### src/rtl/fpm_pkg.sv
// Shared types and constants for the sequential floating-point multiplier.
// Latency: n/a (declarations only).
// Backpressure: n/a.
package fpm_pkg;
    localparam int EXP_W_DEF = 8;
    localparam int MAN_W_DEF = 23;
    localparam int BIAS      = (1 << (EXP_W_DEF - 1)) - 1;
    localparam int EXP_MAX   = (1 << EXP_W_DEF) - 1;
    localparam int FW        = 1 + EXP_W_DEF + MAN_W_DEF;
    localparam int NAN_VW    = 128;

    typedef enum logic [2:0] {ST_IDLE, ST_MUL, ST_NORM, ST_RND, ST_DONE} state_t;
    typedef enum logic [1:0] {CLS_ZERO, CLS_NORM, CLS_INF, CLS_NAN} cls_t;

    function automatic int bias_of(input int exp_w);
        return (1 << (exp_w - 1)) - 1;
    endfunction

    function automatic int exp_max_of(input int exp_w);
        return (1 << exp_w) - 1;
    endfunction

    // Quiet NaN {0, all-ones exponent, 1, zeros}, right-aligned in a wide vector.
    function automatic logic [NAN_VW-1:0] canon_nan(input int exp_w, input int man_w);
        logic [NAN_VW-1:0] v;
        v = '0;
        for (int i = 0; i < exp_w; i++) begin
            v[man_w + i] = 1'b1;
        end
        v[man_w - 1] = 1'b1;
        return v;
    endfunction
endpackage

### src/rtl/fpm_classify.sv
// Operand classifier: splits {sign, exp, frac} and tags zero/normal/inf/NaN.
// Latency: combinational; denormals are reported as zero.
// Backpressure: none.
module fpm_classify
    import fpm_pkg::*;
#(
    parameter int EXP_W = EXP_W_DEF,
    parameter int MAN_W = MAN_W_DEF
) (
    input  logic [EXP_W+MAN_W:0] op,
    output logic [1:0]           cls,
    output logic                 sign,
    output logic [EXP_W-1:0]     exp,
    output logic [MAN_W:0]       man
);
    logic [MAN_W-1:0] frac;

    always_comb begin
        sign = op[EXP_W+MAN_W];
        exp  = op[MAN_W +: EXP_W];
        frac = op[MAN_W-1:0];
        man  = {1'b1, frac};
        cls  = CLS_NORM;
        if (exp == '0) begin
            cls = CLS_ZERO;
        end else if (exp == '1) begin
            cls = (frac == '0) ? CLS_INF : CLS_NAN;
        end
    end
endmodule

### src/rtl/fpm_seq_mul.sv
// Sequential float multiplier, radix-2 shift-add mantissa; FPM_RNE_EN selects RNE, else truncation.
// Latency: MAN_W+4 cycles to out_valid on the normal path, 1 cycle for special operands.
// Backpressure: one op in flight; in_ready only in IDLE, result held until out_ready.
module fpm_seq_mul
    import fpm_pkg::*;
#(
    parameter int EXP_W = EXP_W_DEF,
    parameter int MAN_W = MAN_W_DEF
) (
    input  logic                 clk,
    input  logic                 rst,
    input  logic                 in_valid,
    output logic                 in_ready,
    input  logic [EXP_W+MAN_W:0] a,
    input  logic [EXP_W+MAN_W:0] b,
    output logic                 out_valid,
    input  logic                 out_ready,
    output logic [EXP_W+MAN_W:0] y,
    output logic                 flag_ovf,
    output logic                 flag_unf,
    output logic                 flag_inv
);
    localparam int W     = 1 + EXP_W + MAN_W;
    localparam int M     = MAN_W + 1;
    localparam int P2    = 2 * M;
    localparam int CW    = $clog2(M + 1);
    localparam int EW2   = EXP_W + 2;
    localparam int LBIAS = bias_of(EXP_W);
    localparam logic signed [EW2-1:0] EMAX_S = EW2'(exp_max_of(EXP_W));
    localparam logic [NAN_VW-1:0] QNAN_WIDE = canon_nan(EXP_W, MAN_W);
    localparam logic [W-1:0] QNAN = QNAN_WIDE[W-1:0];

    state_t state, state_nxt;

    logic [1:0]       cls_a_raw, cls_b_raw;
    cls_t             ca, cb;
    logic             sign_a, sign_b, sgn_ab, special, spec_inv;
    logic [EXP_W-1:0] exp_a, exp_b;
    logic [M-1:0]     man_a, man_b;
    logic [W-1:0]     spec_y;

    logic [M-1:0]           ma, mq;
    logic [P2-1:0]          acc;
    logic [M:0]             psum;
    logic [P2-2:0]          nv;
    logic [CW-1:0]          cnt;
    logic                   sgn, grd, stk, rup;
    logic signed [EW2-1:0]  esum, efin;
    logic [MAN_W-1:0]       frac;
    logic [MAN_W:0]         rsum;

    fpm_classify #(.EXP_W(EXP_W), .MAN_W(MAN_W)) u_cls_a (
        .op(a), .cls(cls_a_raw), .sign(sign_a), .exp(exp_a), .man(man_a)
    );
    fpm_classify #(.EXP_W(EXP_W), .MAN_W(MAN_W)) u_cls_b (
        .op(b), .cls(cls_b_raw), .sign(sign_b), .exp(exp_b), .man(man_b)
    );

    assign ca      = cls_t'(cls_a_raw);
    assign cb      = cls_t'(cls_b_raw);
    assign sgn_ab  = sign_a ^ sign_b;
    assign special = (ca != CLS_NORM) || (cb != CLS_NORM);

    always_comb begin
        spec_inv = 1'b0;
        spec_y   = {sgn_ab, {(W-1){1'b0}}};
        if (ca == CLS_NAN || cb == CLS_NAN ||
            (ca == CLS_INF && cb == CLS_ZERO) || (ca == CLS_ZERO && cb == CLS_INF)) begin
            spec_y   = QNAN;
            spec_inv = 1'b1;
        end else if (ca == CLS_INF || cb == CLS_INF) begin
            spec_y = {sgn_ab, {EXP_W{1'b1}}, {MAN_W{1'b0}}};
        end
    end

    // Right-shifting shift-add: high half accumulates, low half collects retired bits.
    assign psum = {1'b0, acc[P2-1:M]} + {1'b0, (mq[0] ? ma : {M{1'b0}})};
    // Fraction-aligned product with the hidden bit dropped.
    assign nv   = acc[P2-1] ? acc[P2-2:0] : {acc[P2-3:0], 1'b0};

`ifdef FPM_RNE_EN
    assign rup = grd & (stk | frac[0]);
`else
    logic rnd_unused;
    assign rup        = 1'b0;
    assign rnd_unused = grd ^ stk;
`endif
    assign rsum = {1'b0, frac} + {{MAN_W{1'b0}}, rup};
    assign efin = esum + EW2'(rsum[MAN_W]);

    always_ff @(posedge clk) begin
        if (rst) begin
            state <= ST_IDLE;
        end else begin
            state <= state_nxt;
        end
    end

    always_comb begin
        state_nxt = state;
        in_ready  = 1'b0;
        out_valid = 1'b0;
        case (state)
            ST_IDLE: begin
                in_ready = 1'b1;
                if (in_valid) begin
                    state_nxt = special ? ST_DONE : ST_MUL;
                end
            end
            ST_MUL:  if (cnt == CW'(1)) state_nxt = ST_NORM;
            ST_NORM: state_nxt = ST_RND;
            ST_RND:  state_nxt = ST_DONE;
            ST_DONE: begin
                out_valid = 1'b1;
                if (out_ready) state_nxt = ST_IDLE;
            end
            default: state_nxt = ST_IDLE;
        endcase
    end

    always_ff @(posedge clk) begin
        if (rst) begin
            y        <= '0;
            flag_ovf <= 1'b0;
            flag_unf <= 1'b0;
            flag_inv <= 1'b0;
            ma       <= '0;
            mq       <= '0;
            acc      <= '0;
            cnt      <= '0;
            sgn      <= 1'b0;
            esum     <= '0;
            frac     <= '0;
            grd      <= 1'b0;
            stk      <= 1'b0;
        end else begin
            case (state)
                ST_IDLE: if (in_valid) begin
                    sgn <= sgn_ab;
                    if (special) begin
                        y        <= spec_y;
                        flag_inv <= spec_inv;
                        flag_ovf <= 1'b0;
                        flag_unf <= 1'b0;
                    end else begin
                        ma   <= man_a;
                        mq   <= man_b;
                        acc  <= '0;
                        cnt  <= CW'(M);
                        esum <= {2'b00, exp_a} + {2'b00, exp_b} - EW2'(LBIAS);
                    end
                end
                ST_MUL: begin
                    acc <= {psum, acc[M-1:1]};
                    mq  <= mq >> 1;
                    cnt <= cnt - CW'(1);
                end
                ST_NORM: begin
                    frac <= nv[P2-2 -: MAN_W];
                    grd  <= nv[MAN_W];
                    stk  <= |nv[MAN_W-1:0];
                    if (acc[P2-1]) esum <= esum + EW2'(1);
                end
                ST_RND: begin
                    if (efin >= EMAX_S) begin
                        y        <= {sgn, {EXP_W{1'b1}}, {MAN_W{1'b0}}};
                        flag_ovf <= 1'b1;
                    end else if (efin[EW2-1] || efin == '0) begin
                        y        <= {sgn, {(W-1){1'b0}}};
                        flag_unf <= 1'b1;
                    end else begin
                        y <= {sgn, efin[EXP_W-1:0], rsum[MAN_W-1:0]};
                    end
                end
                ST_DONE: if (out_ready) begin
                    flag_ovf <= 1'b0;
                    flag_unf <= 1'b0;
                    flag_inv <= 1'b0;
                end
                default: ;
            endcase
        end
    end
endmodule

### config.mk
export PLATFORM = sky130hd
export DESIGN_NAME = fpm_seq_mul
export DESIGN_NICKNAME = d
export VERILOG_FILES = /design/src/rtl/fpm_pkg.sv /design/src/rtl/fpm_classify.sv /design/src/rtl/fpm_seq_mul.sv
export SDC_FILE = /design/constraint.sdc
export NUM_CORES = 1
export LEC_CHECK = 0
export ABC_AREA = 0
export CAP_MARGIN = 25
export CELL_PAD_IN_SITES_DETAIL_PLACEMENT = 0
export CELL_PAD_IN_SITES_GLOBAL_PLACEMENT = 2
export CORE_MARGIN = 2
export CORE_UTILIZATION = 41
export DETAILED_ROUTE_END_ITERATION = 7
export DONT_BUFFER_PORTS = 1
export PLACE_DENSITY_LB_ADDON = 0.08
export SLEW_MARGIN = 20
export SYNTH_ARGS = -nofsm -noshare
export SYNTH_HDL_FRONTEND = slang
export SYNTH_SLANG_ARGS = --single-unit
### constraint.sdc
create_clock -name clk -period 4.85 [get_ports clk]
set_input_delay 0.97 -clock clk [delete_from_list [all_inputs] [get_ports clk]]
set_output_delay 0.97 -clock clk [all_outputs]
set_load 0.01 [all_outputs]
==> results.tsv <==
metric	value	unit
total grt overflow	0	
ys flop type	dfxtp_1	
M1 WL	10.5	mm
die width	144	um
Ys Warns	0	
routed wire length on met2	9.34	mm
Starting Density	0.415	
flip-flop and latch count after synthesis	150	
crit path time final	3.18	ns
Filler cells	1945	
Clock Skew	0.0157	ns
outcome	complete, no violations	
Worst Hold Path Cells	2	
Worst R2R Path Depth	11	
global-route wire length before repair	33.9	mm
number of global-route vias before repair	6351	
Worst Hold Class	flip-flop to flip-flop	
antenna-violating nets left	0	
die height	144	um
Crit Path Class	flip-flop to flip-flop	
setup tns final	0	ns
largest net degree at the start of global routing	140	
# H-tree levels	4	
IO Pins	105	
die area	20700	um2
area leader, netlist	dfxtp_1	
drt first pass iters	5	
post-DR vias/cell	5.59	
commonest cells after routing, fill and taps aside	150 x dfxtp_1, 118 x nor2_1, 112 x nand2_1	
share of the synthesized area in the top cell type	0.374	
Syn Area/Cell	8.30	um2
overall fraction of global-route tracks in use	0.210	
Nets	1043	
Crit. End Element	flip-flop	
layout cells sized above 1	0.0732	
Post-Syn Area	8020	um2
ys async rst share	0	
initial antenna violation count	0	
syn nets	1079	
Initial DRC Count	452	
commonest non-fill, non-tap cell in the layout	dfxtp_1	
Non-Filler Instances	1208	
sequential area share after synthesis	0.374	
Placeable Area	19300	um2
EDFF count, synth	0	
row count	51	
Syn-to-layout area delta	8.38	%
DR top layer	met4	
period utilization	0.656	
wire per inst	17.6	um
Pwr Density	400	nW/um2
worst-margin pin slew	0.943	ns
synth unique cells	68	
clock latency on the worst-skew pair	0.43	ns
CTS root buffer	clkbuf_16	
antenna cells	0	
GP Congestion	0.843	
Final Max Slew Viols	0	
clock slew at reported path FFs	0.08	ns
ranking of synthesized cells by area	dfxtp_1 37%, ha_1 6.7%, nor2_1 5.6%	
DP HPWL	15.6	mm
CTS tree	yes	
synthesized instance count	966	
final WL	21.2	mm
RSZ-0062 raised after global routing	false	
hold_buf cts	0	
Cells after DPL	1176	
Startpoint Class	flip-flop	
Post-CTS Setup Inserts	0	
number of max-cap violations	0	
number of remaining DRC errors	0	
routed vias	6752	
Max Buffers Root-to-Sink	2	
Max VDD drop	0.000246	V
critical path arrival	3.54	ns
Max Freq	314	MHz
Worst Path Required	5.21	ns
final setup violation count	0	
Leakage	3.24	nW
Hold Violations, Final	0	
met3 WL post-DR	1.22	mm
IO buf count	0	
Slew HR	0.371	
CP max FO	25	
clk sinks	150	
total CTS buffers	17	
Resize count post-CTS	0	
-- worst max-delay path, stage by stage (launching register included) --
cell,delay [ns]
dfxtp_1,0.75
and2_1,0.23
ha_1,0.19
inv_1,0.08
fa_1,0.39
nand2b_1,0.20
a21oi_1,0.20
o21ai_0,0.19
a21oi_1,0.35
o21ai_0,0.20
xor2_1,0.17
o21ai_0,0.16
-- metrics by stage --
step | area, um2 | util | total power [W] | hold WS, ns | setup slack [ns]
2_1_floorplan | 8020 | - | 0.00210 | 0.432 | 1.91
3_3_place_gp | 8130 | 0.420 | 0.00221 | 0.436 | 1.58
3_5_place_dp | 8130 | 0.421 | 0.00222 | 0.446 | 1.60
4_1_cts | 8690 | 0.450 | 0.00351 | 0.455 | 1.67
5_1_grt | 8690 | 0.450 | 0.00368 | 0.474 | 1.31
6_report | 8690 | 0.450 | 0.00348 | 0.455 | 1.67
-- sequential cells by signal (all words and copies together), names as in the netlist --
signal	cells
acc	25
cnt	5
esum	10
flag_inv	1
flag_ovf	1
flag_unf	1
frac	23
ma	24
mq	24
sgn	1
state	3
y	32
-- cell type report --
| type | instances | area [um2] | share of cell area |
|---|---|---|---|
| multi-input combinational | 725 | 4640 | 0.534 |
| inverter | 30 | 113 | 0.0130 |
| sequential | 150 | 3000 | 0.345 |
| clock buffer | 18 | 429 | 0.0494 |
| timing repair buffer | 6 | 45.0 | 0.00518 |
| tap | 265 | 332 | 0.0381 |
| clock inverter | 14 | 134 | 0.0154 |
-- metal layers --
metal / vias up / GRT usage
met2: 185 / 0.321
met5: - / 0
met4: 0 / 0.0464
met3: 13 / 0.0483
li1: 3419 / -
met1: 3135 / 0.300
-- final timing paths --
path	end	start	slack, ns
min	ma[5]	ma[5]	0.46
min reg2reg	ma[5]	ma[5]	0.46
max	acc[43]	mq[0]	1.67
max reg2reg	acc[43]	mq[0]	1.67
-- cell usage after synthesis, drive strengths merged (2+ instances only) --
cell	instances
nand3b	3
a221oi	2
and2	31
a22o	4
ha	43
nor3b	2
nand4	9
nand2	114
nor2b	11
o31ai	2
a21oi	79
or4	6
a311oi	9
a32oi	2
or2	2
nand2b	10
nor2	122
a22oi	31
a2111oi	4
nand4b	2
dfxtp	150
a21o	13
fa	2
o211ai	8
nor4	13
a41oi	2
o21bai	4
a222oi	15
xnor2	14
nand3	12
nor3	18
buf	21
o21ai	40
a211oi	35
xor2	10
a21boi	2
mux2i	25
o21a	5
and4	2
inv	30
a31oi	7
clkbuf	40
-- where the power goes --
part	switching, W	internal (W)	leakage [nW]
Clock	0.000602	0.000682	0.278
Combinational	0.000428	0.000260	1.74
Sequential	0.000129	0.00138	1.22
-- kinds of logic after synthesis --
logic type | count (synthesis) | share of synthesized area
AO/OA/AOI/OAI | 267 | 0.230
XOR/XNOR | 24 | 0.0262
adder cells (fa/ha/maj) | 45 | 0.0721
buffers and inverters | 91 | 0.0491
flip-flops | 150 | 0.374
multiplexers | 25 | 0.0312
AND/OR/NAND/NOR | 364 | 0.217
Note: power is estimated with default switching activity, not from simulation.
==> variant 1 (same flow settings) <==
Put one more register stage on the output `flag_ovf`, cleared by the reset. The value now appears one clock later. The other outputs are not delayed to match.
--- a/src/rtl/fpm_seq_mul.sv
+++ b/src/rtl/fpm_seq_mul.sv
@@ -29,6 +29,8 @@
     localparam logic signed [EW2-1:0] EMAX_S = EW2'(exp_max_of(EXP_W));
     localparam logic [NAN_VW-1:0] QNAN_WIDE = canon_nan(EXP_W, MAN_W);
     localparam logic [W-1:0] QNAN = QNAN_WIDE[W-1:0];
+
+    logic flag_ovf_s0;
 
     state_t state, state_nxt;
 
@@ -121,7 +123,7 @@
     always_ff @(posedge clk) begin
         if (rst) begin
             y        <= '0;
-            flag_ovf <= 1'b0;
+            flag_ovf_s0 <= 1'b0;
             flag_unf <= 1'b0;
             flag_inv <= 1'b0;
             ma       <= '0;
@@ -140,7 +142,7 @@
                     if (special) begin
                         y        <= spec_y;
                         flag_inv <= spec_inv;
-                        flag_ovf <= 1'b0;
+                        flag_ovf_s0 <= 1'b0;
                         flag_unf <= 1'b0;
                     end else begin
                         ma   <= man_a;
@@ -164,7 +166,7 @@
                 ST_RND: begin
                     if (efin >= EMAX_S) begin
                         y        <= {sgn, {EXP_W{1'b1}}, {MAN_W{1'b0}}};
-                        flag_ovf <= 1'b1;
+                        flag_ovf_s0 <= 1'b1;
                     end else if (efin[EW2-1] || efin == '0) begin
                         y        <= {sgn, {(W-1){1'b0}}};
                         flag_unf <= 1'b1;
@@ -173,7 +175,7 @@
                     end
                 end
                 ST_DONE: if (out_ready) begin
-                    flag_ovf <= 1'b0;
+                    flag_ovf_s0 <= 1'b0;
                     flag_unf <= 1'b0;
                     flag_inv <= 1'b0;
                 end
@@ -181,5 +183,13 @@
             endcase
         end
     end
+    always_ff @(posedge clk) begin
+        if (rst) begin
+            flag_ovf <= '0;
+        end else begin
+            flag_ovf <= flag_ovf_s0;
+        end
+    end
+
 endmodule
 
Check against the original RTL: same outputs for any inputs over 4 cycles, from zero or initial values and one cycle with rst high; that may be too few to reach the edited logic, so the function may still have changed.
==> variant 1 against the unedited design <==
- routed wire length is 7.4% lower
- sequential cell count is 1 higher
- worst setup slack worse by 64 ps
- via count is 3.5% lower
- area after synthesis is 2.4% lower
- sequential power is 3% lower
- total power is 2.0% lower
- synthesized cell count is 2.9% lower
- final area is 1.8% lower
==> variant 1: results (changes against the unedited design) <==
[status]
status = completed

[yosys]
yosys-top-cells-area = dfxtp_1 39%, ha_1 6.9%, a21oi_1 5.9%
synth_cell_types = 68  ; unchanged
syn-num-nets = 1051  ; -2.6%
yosysSeqAreaShare_pct = 38.6  ; +1.2 points
async_flop_share_pct = 0  ; unchanged
synth_common_cells = 151 x dfxtp_1, 103 x nand2_1, 98 x nor2_1
yosys_warnings = 0  ; unchanged

[detailed_routing]
first_pass_iters = 5  ; unchanged
drt_iter0_markers = 487  ; +7.7%
ant_nets = 0  ; unchanged
vias_per_cell = 5.68  ; +1.6%
routed_wl_um = 19700  ; -7.4%

[worst_setup_path]
r2r_slack_ps = 1600  ; -60 ps
cp_data_arrival_time_ps = 3560  ; +20 ps
critPathMaxFanout = 25  ; unchanged

[power_and_ir_drop]
leakage_uw = 0.00316  ; -2.3%
peakVddDrop_mv = 0.235  ; -4.7%

[finish]
fillCellCount = 1841  ; -5.3%
drive_above_1_share_pct = 6.02  ; -1.3 points
n_antenna_cell = 0  ; unchanged
fin_nets = 1014  ; -2.8%
reg_top3 = y: 32 flops, acc: 25 flops

[cts]
postCtsResizedCells = 0  ; unchanged
htreeDepth = 4  ; unchanged
clock_latency_ps = 420
cts_root_buffer = clkbuf_16
numCtsBuffers = 17  ; unchanged
clk_pin_slew_worst_paths_ps = 70
clock_path_buffers = 2  ; unchanged
cts_setup_buffers = 0  ; unchanged

[place]
place_area_mm2 = 0.00791  ; -2.7%
dp_hpwl_um = 14000  ; -11%
port_buffers = 0  ; unchanged
gp_congestion = 0.889  ; +5.5%

[grt]
grt_pass1_wl_um = 32200  ; -5.0%
grt_max_degree = 143  ; +2.1%
grt.overflow.total = 0  ; unchanged
grt.total_usage_pct = 19.9  ; -1.1 points
grt_pass1_vias = 6218  ; -2.1%
antenna_found_initial = 0  ; unchanged

[timing]
worst_pin_slew_ps = 966  ; +23.2 ps
finalClockSkew_ps = 10.1  ; -5.64 ps

[worst_hold_path]
hp-class = register to register

==> variant 1: power breakdown <==
part	total (uW)	internal, uW	switching (uW)
Clock	1360	789	575
Sequential	1470	1370	107
Combinational	571	212	359
Total	3410	2370	1040
==> variant 1: stage by stage <==
stage / hold slack (ps) / setup slack [ps] / cells / total power, uW
floorplan: 432 / 1810 / 938 / 1950
global placement: 436 / 1640 / 1115 / 2050
detailed placement: 437 / 1580 / 1115 / 2070
CTS: 446 / 1560 / 1146 / 3440
global route: 469 / 1310 / 1147 / 3600
finish: 447 / 1600 / 1147 / 3410
==> variant 1: worst max-delay path: stages, from the launching register on <==
cell and delay [ps]:
dfxtp_1 780, and2_1 230, ha_1 190, inv_1 60
fa_1 380, nand2b_1 190, a21oi_1 220, o31a_1 220
o41ai_2 120, nor2_2 200, o311ai_2 130, a21o_1 190
a32o_1 230
==> variant 1: logic make-up after synthesis <==
family                     count (synthesis)  synth area share, %
DFF                                      151                 38.6
adders and majority gates                 45                 7.38
xor gates and xnor gates                  27                 3.02
AOI/OAI and AO/OA                        274                 23.4
and+or+nand+nor                          335                 20.2
buffers and inverters                     83                 4.38
muxes                                     23                 2.94
==> variant 1: routing by layer <==
| metal | vias up | share of wire, % | global-route usage (%) | wire [um] |
|---|---|---|---|---|
| met5 | - | 0 | 0 | 0 |
| met4 | 0 | 1.3 | 5.74 | 246 |
| met3 | 21 | 4.9 | 4.04 | 964 |
| met2 | 151 | 40 | 27.5 | 7930 |
| met1 | 3019 | 54 | 30.7 | 10500 |
| li1 | 3324 | - | - | - |
==> variant 1: path summary, 6_finish.rpt <==
check	start	end	cells after the start
worst max-delay path	mq[0]	acc[45]	12
worst min-delay path	ma[17]	ma[17]	2
worst max register to register	mq[0]	acc[45]	12
worst min register to register	ma[17]	ma[17]	2
==> variant 1: final cells by class <==
class	instances	area (um^2)	area share, %
multi-input combinational	704	4480	52.5
sequential	151	3020	35.4
clock buffer	18	439	5.15
tap	234	293	3.43
clock inverter	13	161	1.89
inverter	21	78.8	0.924
timing repair buffer	6	57.6	0.674
==> variant 2 (same settings) <==
Made on the original files. Change the package constant `MAN_W_DEF` from 23 to 46.
--- a/src/rtl/fpm_pkg.sv
+++ b/src/rtl/fpm_pkg.sv
@@ -3,7 +3,7 @@
 // Backpressure: n/a.
 package fpm_pkg;
     localparam int EXP_W_DEF = 8;
-    localparam int MAN_W_DEF = 23;
+    localparam int MAN_W_DEF = 46;
     localparam int BIAS      = (1 << (EXP_W_DEF - 1)) - 1;
     localparam int EXP_MAX   = (1 << EXP_W_DEF) - 1;
     localparam int FW        = 1 + EXP_W_DEF + MAN_W_DEF;
Ports: changed (resized a, b and y); port bits go from 105 to 174. The function was not compared with the original's and may differ.
==> variant 2 against the unedited design <==
- area after synthesis increased by 72%
- worst hold slack worse by 5.7 ps
- clock power grew 78%
- global-route usage up 0.61 points
- worst setup slack lost 580 ps
- sequential cell count is 116 higher
- utilization grew 0.18 points
- count of clock-buffer cells in the layout rose by 25
- synthesized cell count is 76% higher
- final area is 73% higher
- routed wire length rose by 83%
- first-iteration DRC count is 54% higher
- total power increased by 120%
- clock skew increased by 3.6 ps
==> variant 2: results (changes against the unedited design) <==
[status]
status = completed

[detailed_routing]
drt_iter0_markers = 695  ; +54%
routed_wl_um = 38900  ; +83%
vias = 11742  ; +74%
vias_per_cell = 5.58  ; -0.25%

[place]
gp_congestion = 0.839  ; -0.43%
post-place-cells = 2047  ; +74%
dp_hpwl_um = 27100  ; +73%

[grt]
grt_use_met1_pct = 31.3  ; +1.3 points
met2_usage_pct = 33.1  ; +1.0 points
grt_max_degree = 243  ; +74%
grtUsageMet3_pct = 4.28  ; -0.55 points
grt_pass1_vias = 11344  ; +79%
grt.total_usage_pct = 21.6  ; +0.61 points
grt_pass1_wl_um = 62200  ; +84%

[yosys]
synth_cell_types = 67  ; -1.5%
syn-mean-instance-area_um2 = 8.10  ; -2.5%
yosysSeqAreaShare_pct = 38.6  ; +1.2 points
synth_common_cells = 266 x dfxtp_1, 262 x nand2_1, 215 x nor2_1
yosys-top-cells-area = dfxtp_1 39%, nand2_1 7.1%, ha_1 6.0%
syn-num-nets = 1885  ; +75%

[finish]
fin_nets = 1817  ; +74%
fillCellCount = 3480  ; +79%
reg_top3 = y: 55 flops, acc: 48 flops
drive_above_1_share_pct = 5.67  ; -1.6 points

[worst_setup_path]
cp_data_arrival_time_ps = 4190  ; +650 ps
slowest_delay_ps = 830  ; +80 ps
crit_slowest_cell = dfxtp_1

[power_and_ir_drop]
peakVddDrop_mv = 0.271  ; +10%
p_clk_uw = 2280  ; +78%
comb_power_uw = 2250  ; +230%
leakage_uw = 0.00548  ; +69%
switching_share_pct = 37.1  ; +3.8 points

[cts]
cts_setup_buffers = 0  ; unchanged
clock_path_buffers = 3  ; +1
numCtsBuffers = 31  ; +14
clk_pin_slew_worst_paths_ps = 60  ; -20 ps
cts_root_buffer = clkbuf_16
clock_latency_ps = 570  ; +140 ps
htreeDepth = 1  ; -3

[timing]
finalClockSkew_ps = 19.4  ; +3.63 ps
worst_pin_slew_ps = 966  ; +22.9 ps

==> variant 2: changes by cell type after synthesis, moves of 23 or more <==
cell	before	now
nand2_1	112	262
nor2_1	119	215
dfxtp_1	150	266
a22oi_1	31	66
a311oi_1	1	50
mux2i_1	25	48
ha_1	43	66
o21ai_0	38	61
clkbuf_1	40	86
a21oi_1	78	126
a211oi_1	34	66
==> variant 2: final cells by class <==
type,instances,area (um^2),area share (%)
Timing Repair Buffer,18,178,1.18
Tap cell,448,561,3.72
Clock buffer,43,851,5.65
Clock inverter,13,135,0.897
Sequential cell,266,5330,35.4
Inverter,31,116,0.773
Multi-Input combinational cell,1287,7900,52.4
==> variant 2: logic make-up after synthesis <==
family,after synthesis,share of synthesized area (%)
and+or+nand+nor,649,20.8
xor gates and xnor gates,53,3.37
muxes,48,3.48
DFF,266,38.6
adders and majority gates,68,6.28
buffers and inverters,150,4.33
AOI/OAI and AO/OA,469,23.1
==> variant 2: worst paths after layout <==
kind,cells after the start,slack [ps],startpoint,endpoint
max reg2reg,11,1090,mq[0],acc[89]
max,11,1090,mq[0],acc[89]
min,2,450,ma[42],ma[42]
min reg2reg,2,450,ma[42],ma[42]
==> variant 2: per-layer routing <==
layer	up-vias	share of wire, %
li1	5980	-
met1	5493	51
met2	225	42
met3	44	5.1
met4	0	1.8
met5	-	0
==> variant 2: stage by stage <==
stage / utilization (%) / cell area (um^2) / hold WS (ps) / power [uW]
after floorplan: - / 13800 / 432 / 4690
after global placement: 42.0 / 14000 / 435 / 5210
after detailed placement: 42.0 / 14000 / 438 / 5240
after CTS: 45.0 / 15000 / 446 / 7550
after global routing: 45.1 / 15100 / 456 / 8010
final: 45.1 / 15100 / 449 / 7500
